**src/rtl/leitor_tabuleiro.sv**
```systemverilog
// Board read-back streamer for ultimate tic-tac-toe.
// Walks the cell RAM (micro index inner, macro index outer) and optionally the
// macro-state RAM. Each word it reads goes out over a valid/ready handshake.
// It also counts the occupied cells seen during the last complete scan.
//
// state   | meaning
// --------+-----------------------------------------------------------
// OCIOSO  | idle, waiting for iniciar; addresses hold last value
// LE      | address presented to the RAMs
// ESPERA  | RAM data valid, captured into dado with its tags
// ENVIA   | valido high, waiting for pronto_rx
// PROXIMO | advance indices (micro inner, macro outer, then state phase)
// FIM     | one-cycle fim pulse, publish occupied-cell count
module leitor_tabuleiro #(
  parameter int N_MACRO       = 9,
  parameter int N_MICRO       = 9,
  parameter bit INCLUI_ESTADO = 1'b1
) (
  input  logic       clock,
  input  logic       reset,
  input  logic       iniciar,
  input  logic [1:0] q_micro,
  input  logic [1:0] q_macro,
  output logic [3:0] addr_macro,
  output logic [3:0] addr_micro,
  output logic [1:0] dado,
  output logic [3:0] dado_macro,
  output logic [3:0] dado_micro,
  output logic       dado_tipo,
  output logic       valido,
  input  logic       pronto_rx,
  output logic       ocupado,
  output logic       fim,
  output logic [6:0] n_ocupadas
);

  localparam logic [3:0] ULT_MACRO = 4'(N_MACRO - 1);
  localparam logic [3:0] ULT_MICRO = 4'(N_MICRO - 1);

  typedef enum logic [2:0] {
    OCIOSO  = 3'd0,
    LE      = 3'd1,
    ESPERA  = 3'd2,
    ENVIA   = 3'd3,
    PROXIMO = 3'd4,
    FIM     = 3'd5
  } estado_t;

  estado_t    r_estado;
  estado_t    w_proximo;
  logic [3:0] r_macro;
  logic [3:0] r_micro;
  logic       r_fase;        // 0 = cell phase, 1 = macro-state phase
  logic [6:0] r_acum;
  logic [1:0] r_dado;
  logic [3:0] r_dado_macro;
  logic [3:0] r_dado_micro;
  logic       r_dado_tipo;
  logic [6:0] r_n_ocupadas;
  logic       w_valido;
  logic       w_ocupado;
  logic       w_fim;
  logic       w_fim_varredura;

  // Last word of the scan: last state word, or last cell when states are excluded
  assign w_fim_varredura = r_fase ? (r_macro == ULT_MACRO)
                                  : ((r_micro == ULT_MICRO) && (r_macro == ULT_MACRO) && !INCLUI_ESTADO);

  // State register
  always_ff @(posedge clock) begin
    if (reset) r_estado <= OCIOSO;
    else       r_estado <= w_proximo;
  end

  // Next-state and handshake/status outputs
  always_comb begin
    w_proximo = r_estado;
    w_valido  = 1'b0;
    w_ocupado = 1'b1;
    w_fim     = 1'b0;
    case (r_estado)
      OCIOSO: begin
        w_ocupado = 1'b0;
        if (iniciar) w_proximo = LE;
      end
      LE:      w_proximo = ESPERA;
      ESPERA:  w_proximo = ENVIA;
      ENVIA: begin
        w_valido = 1'b1;
        if (pronto_rx) w_proximo = PROXIMO;
      end
      PROXIMO: w_proximo = w_fim_varredura ? FIM : LE;
      FIM: begin
        w_fim     = 1'b1;
        w_proximo = OCIOSO;
      end
      default: w_proximo = OCIOSO;
    endcase
  end

  // Scan indices, captured word, occupancy accumulator and published count
  always_ff @(posedge clock) begin
    if (reset) begin
      r_macro      <= '0;
      r_micro      <= '0;
      r_fase       <= 1'b0;
      r_acum       <= '0;
      r_dado       <= '0;
      r_dado_macro <= '0;
      r_dado_micro <= '0;
      r_dado_tipo  <= 1'b0;
      r_n_ocupadas <= '0;
    end else begin
      case (r_estado)
        OCIOSO: begin
          if (iniciar) begin
            r_macro <= '0;
            r_micro <= '0;
            r_fase  <= 1'b0;
            r_acum  <= '0;
          end
        end
        ESPERA: begin
          r_dado       <= r_fase ? q_macro : q_micro;
          r_dado_macro <= r_macro;
          r_dado_micro <= r_fase ? 4'd0 : r_micro;
          r_dado_tipo  <= r_fase;
          if (!r_fase && (q_micro != 2'b00)) r_acum <= r_acum + 7'd1;
        end
        PROXIMO: begin
          if (r_fase) begin
            if (r_macro != ULT_MACRO) r_macro <= r_macro + 4'd1;
          end else if (r_micro != ULT_MICRO) begin
            r_micro <= r_micro + 4'd1;
          end else begin
            r_micro <= '0;
            if (r_macro != ULT_MACRO) begin
              r_macro <= r_macro + 4'd1;
            end else if (INCLUI_ESTADO) begin
              r_fase  <= 1'b1;
              r_macro <= '0;
            end
          end
        end
        FIM: r_n_ocupadas <= r_acum;
        default: ;
      endcase
    end
  end

  assign addr_macro = r_macro;
  assign addr_micro = r_fase ? 4'd0 : r_micro;
  assign dado       = r_dado;
  assign dado_macro = r_dado_macro;
  assign dado_micro = r_dado_micro;
  assign dado_tipo  = r_dado_tipo;
  assign valido     = w_valido;
  assign ocupado    = w_ocupado;
  assign fim        = w_fim;
  assign n_ocupadas = r_n_ocupadas;

endmodule

```
**config.mk**
```make
export PLATFORM = sky130hd
export DESIGN_NAME = leitor_tabuleiro
export DESIGN_NICKNAME = d
export VERILOG_FILES = /design/src/rtl/leitor_tabuleiro.sv
export SDC_FILE = /design/constraint.sdc
export NUM_CORES = 1
export LEC_CHECK = 0
export ABC_AREA = 0
export CAP_MARGIN = 10
export CORE_UTILIZATION = 50
export DETAILED_ROUTE_END_ITERATION = 7
export GPL_TIMING_DRIVEN = 0
export PLACE_DENSITY = 0.78
export SYNTH_ARGS = -nofsm -noshare
export SYNTH_HDL_FRONTEND = slang
export SYNTH_SLANG_ARGS = --single-unit
export TNS_END_PERCENT = 5
```
**constraint.sdc**
```tcl
create_clock -name clock -period 4.1 [get_ports clock]
set_clock_uncertainty 0.15 [all_clocks]
set_input_delay 0.82 -clock clock [delete_from_list [all_inputs] [get_ports clock]]
set_output_delay 0.82 -clock clock [all_outputs]
set_load 0.02 [all_outputs]
```
### After elaboration in Yosys (flattened, before gate mapping)

Cells that the tools add are included.
Widths: inputs -> output; s select.

* add/subtract/negate cells: 3
* equal/unequal tests: 14
* muxes and demuxes: 27
* reduce and logical (&&, ||, !) cells: 11

Operators by type and width (number)
* $mux 4: 8
* $pmux 4 s2: 2
* $pmux 3 s5: 1
* $mux 7: 2
* $pmux 7 s2: 1
* $mux 3: 3
* $add 4x1->4 const B: 2
* $mux 1: 8
* $ne 2x2->1 const B: 4
* $ne 4x4->1 const B: 2
* $add 7x1->7 const B: 1
* $eq 3x2->1 const B: 2
* $eq 3x3->1 const B: 2
* $ne 3x3->1 const B: 2
* $reduce_and 3->1: 2
* $reduce_bool 2->1: 3
* $eq 4x4->1 const B: 1
* $reduce_and 2->1: 2
* $reduce_and 4->1: 1
* $eq 3x1->1 const B: 1
* $logic_not 3->1: 1
* $mux 2: 1
* $pmux 1 s2: 1
* $logic_and 1x1->1: 1
* $logic_not 1->1: 1

* flip-flop bits (word level): 37
* bits of input ports: 8
* output and inout bits: 29
* logic and storage cells: 65

### Longest topological paths before layout

* word-level depth: 5
* gate-level depth with buffers: 6
* gate-level depth less buffers: 6

### Worst setup path before layout

OpenSTA, ideal clock, no wires.

* kind: reg2out
* start point: register r_estado[2]
* end point: output fim
* arrival time: 1.350 ns
* data required time: 3.130 ns
* path slack: 1.780 ns
* cell stages (with the launch flop): 4
* path buffers: 1
* path through: dfxtp_1 -> clkbuf_1 -> nand3_1 -> inv_1

* longest elaborated chain between the ends: 2

Ends and longest elaborated chain
* from (decl): RTL line 49 `estado_t r_estado;`
* from (signal assigned): RTL line 72 `else r_estado <= w_proximo;`
* $eq 3x3->1: RTL line 81 `case (r_estado)`
* $mux 1: RTL line 81
* to (decl): RTL line 33 `output logic fim,`

No other way between the ends.

### Worst setup path in the final report

Ends and elaborated chain as after synthesis.

==> key figures <==
Clock tree
  • Clock buffer depth: 2
  • Clock latency on the worst-skew pair: 370 ps
  • Clock transition at path regs: 120 ps
  • Hold buffer count at cts: 0
  • Clk sinks: 37
  • CTS buffer count: 5
  • Root buffer selected by CTS: clkbuf_4
  • TritonCTS clock tree: yes
  • Setup Buffers After CTS: 0
  • CTS resizes: 0
  • CTS H-tree lvls: 2

Placed design
  • Place WS: 1076 ps
  • DP HPWL: 2820 um
  • Placed Area: 2205 um^2
  • GPL Wtd Cong: 0.8242
  • Placed cells: 286
  • # port buffers: 36

Power
  • Pwr dens: 332.1 nW/um^2
  • Leak: 0.9032 nW
  • Maximum vdd drop: 0.0003189 V
  • Tot Pwr: 766.3 uW

Timing
  • Fmax: 0.2887 GHz
  • Min Tclk post-route: 3464 ps
  • Worst setup margin: 636.2 ps
  • Hold Slack: 311.7 ps
  • Final hold vios: 0
  • Max Slew Vio Count: 0
  • Rel. slew slack: 62.11%
  • RSZ-0062 raised after global routing: false
  • Setup TNS: 0 ps
  • Final period utilization: 84.48%
  • Final setup fails: 0
  • Worst slew pin tran: 568.3 ps

Die
  • Die H: 61.78 um
  • Num rows: 21
  • Die area: 3817 um^2
  • Initial Utilization: 52.71%
  • Core Area: 3390 um^2
  • Chip Width: 61.78 um
  • Ports: 37

GRT
  • Total GRT Usage: 23.66%
  • Largest net degree at the start of global routing: 13
  • Initial antenna violation count: 0
  • First-pass GRT wire length: 6451 um
  • Vias in the first global route: 1362
  • Grt ovf: 0

Logic synthesis
  • Synth warn: 0
  • Post-synthesis cell count: 204
  • Synth cell count leaders: 37 x dfxtp_1, 24 x nand2_1, 22 x a21oi_1, 22 x nor2_1, 10 x mux2i_1
  • Top cells by area, synth: dfxtp_1 41%, a21oi_1 6.2%, mux2i_1 5.6%
  • Netlist cell types: 41
  • Post-synthesis sequential area ratio: 41.46%
  • Area fraction of the dominant cell type after synthesis: 41.46%
  • Area leader, netlist: dfxtp_1
  • EDFF count, synth: 0
  • Post-synthesis cell area: 1787 um^2
  • Most frequent cell after synthesis: dfxtp_1
  • Ys async rst share: 0%
  • Register bit total from synthesis: 37
  • Mapped Avg Cell Area: 8.758 um^2
  • Synth Net Count: 217
  • Top_reg_cell synth: dfxtp_1

Worst setup path
  • CP peak stage delay: 610 ps
  • Worst Path Required: 3130 ps
  • Reg2Reg Launch Point: r_estado[1]$_SDFFE_PP0P_
  • Crit path cell chain: clkbuf_1, nand3_1, inv_1, clkdlybuf4s50_1
  • Crit end category: primary output
  • Crit Path Class: register to primary output
  • Critical Path Start Type: register
  • CP delay by family, top: buffers and inverters
  • Buffers and inverters on the worst path: 3
  • Critical-path maximum fanout: 10
  • Critical path startpoint: r_estado[2]$_SDFFE_PP0P_
  • Critical-path top delay cell: clkdlybuf4s50_1
  • Crit path arrival time: 2490 ps

Final layout
  • Layout Nets: 260
  • Area delta synth->final: 29.13%
  • Diodes inserted: 0
  • Filler Cell Count: 298
  • Fin area: 2307 um^2
  • Fin cells: 294
  • Layout cells sized above 1: 8.468%
  • Fin util: 68.07%

Min path
  • Min-delay worst type: register to register
  • Hold_sp: dado_macro[1]$_SDFFE_PP0P_

Status
  • Outcome: complete, no violations

Route
  • Drt pass-1 iters: 4
  • Antenna-violating nets left: 0
  • Drt drc: 0
  • DR WL/cell: 13.69 um
  • Number of vias per cell: 5.364
  • Via count: 1577
  • DRT iter0 DRCs: 96
  • Final wirelength: 4024 um

Run
  • Max-cap violations: 0
==> worst min-delay path, delay by kind of cell, from the launching register on <==
kind	cells	cell delay, ps
AOI/OAI and AO/OA	1	50
DFF	1	330
and+or+nand+nor	1	50
==> layout make-up <==
cell class	instances	area (um^2)	share of cell area (%)
buffer	11	65.06	2.820
multi-input combinational	147	947.2	41.05
inverter	9	33.78	1.464
clock buffer	5	37.54	1.627
clock inverter	3	65.06	2.820
sequential	37	740.7	32.10
timing repair buffer	36	360.3	15.62
tap	46	57.56	2.495
==> worst paths after layout <==
kind              slack, ps                    endpoint  cells past startpoint
setup / recovery        640                         fim                      4
hold / removal          310  dado_macro[1]$_SDFFE_PP0P_                      2
setup reg to reg       2010  dado_macro[0]$_SDFFE_PP0P_                      6
hold reg to reg         310  dado_macro[1]$_SDFFE_PP0P_                      2
==> power breakdown <==
| part | leakage, nW | internal, mW | switching [mW] | total (mW) |
|---|---|---|---|---|
| Clock | 0.0552 | 0.189 | 0.128 | 0.317 |
| Combinational | 0.549 | 0.0332 | 0.0458 | 0.0790 |
| Sequential | 0.299 | 0.364 | 0.00641 | 0.370 |
| Total | 0.903 | 0.586 | 0.180 | 0.766 |
==> registers in the layout, summed over array words and instances (netlist names) <==
signal and cells:
addr_macro 4, r_estado 3, dado_tipo 1, r_micro 4, r_acum 7, dado 2
dado_micro 4, r_fase 1, n_ocupadas 7, dado_macro 4
==> cells in the final DEF, fill, tap and decap left out, drive strengths merged <==
cell type	synthesis	routed
and3b	1	1
or3	4	4
or3b	1	1
bufinv	0	2
mux2i	10	10
clkdlybuf4s50	0	36
a32oi	1	1
or2	1	1
and3	3	3
nand3	6	6
a22oi	1	1
clkbuf	7	12
clkinv	0	1
nor2	22	22
or4b	2	2
dfxtp	37	37
nand2	24	24
o21a	2	2
o311a	1	1
nor2b	3	3
and4b	1	1
a211oi	6	6
a21oi	22	22
nor4	2	2
buf	4	4
o211a	2	2
o21ai	5	5
o211ai	1	1
nor3	3	3
or4	3	3
nor3b	1	1
nor4b	2	2
a21o	2	2
ha	5	5
a311oi	1	1
nand3b	4	4
xor2	1	1
inv	9	9
o31ai	4	4
==> layer usage <==
layer | track usage [%] | up-vias | routed length, um
met3 | 3.727 | 10 | 164
met1 | 32.91 | 717 | 2044
met4 | 13.33 | 0 | 99
li1 | - | 811 | -
met2 | 34.87 | 39 | 1716
met5 | 0 | - | 0
==> cell families after synthesis <==
kind of cell,synth area share [%]
DFF,41.46
adders and majority gates,3.501
buffers and inverters,5.532
and+or+nand+nor,26.19
muxes,5.602
AOI/OAI and AO/OA,17.23
xor gates and xnor gates,0.4903
(Power assumes the default switching activity.)
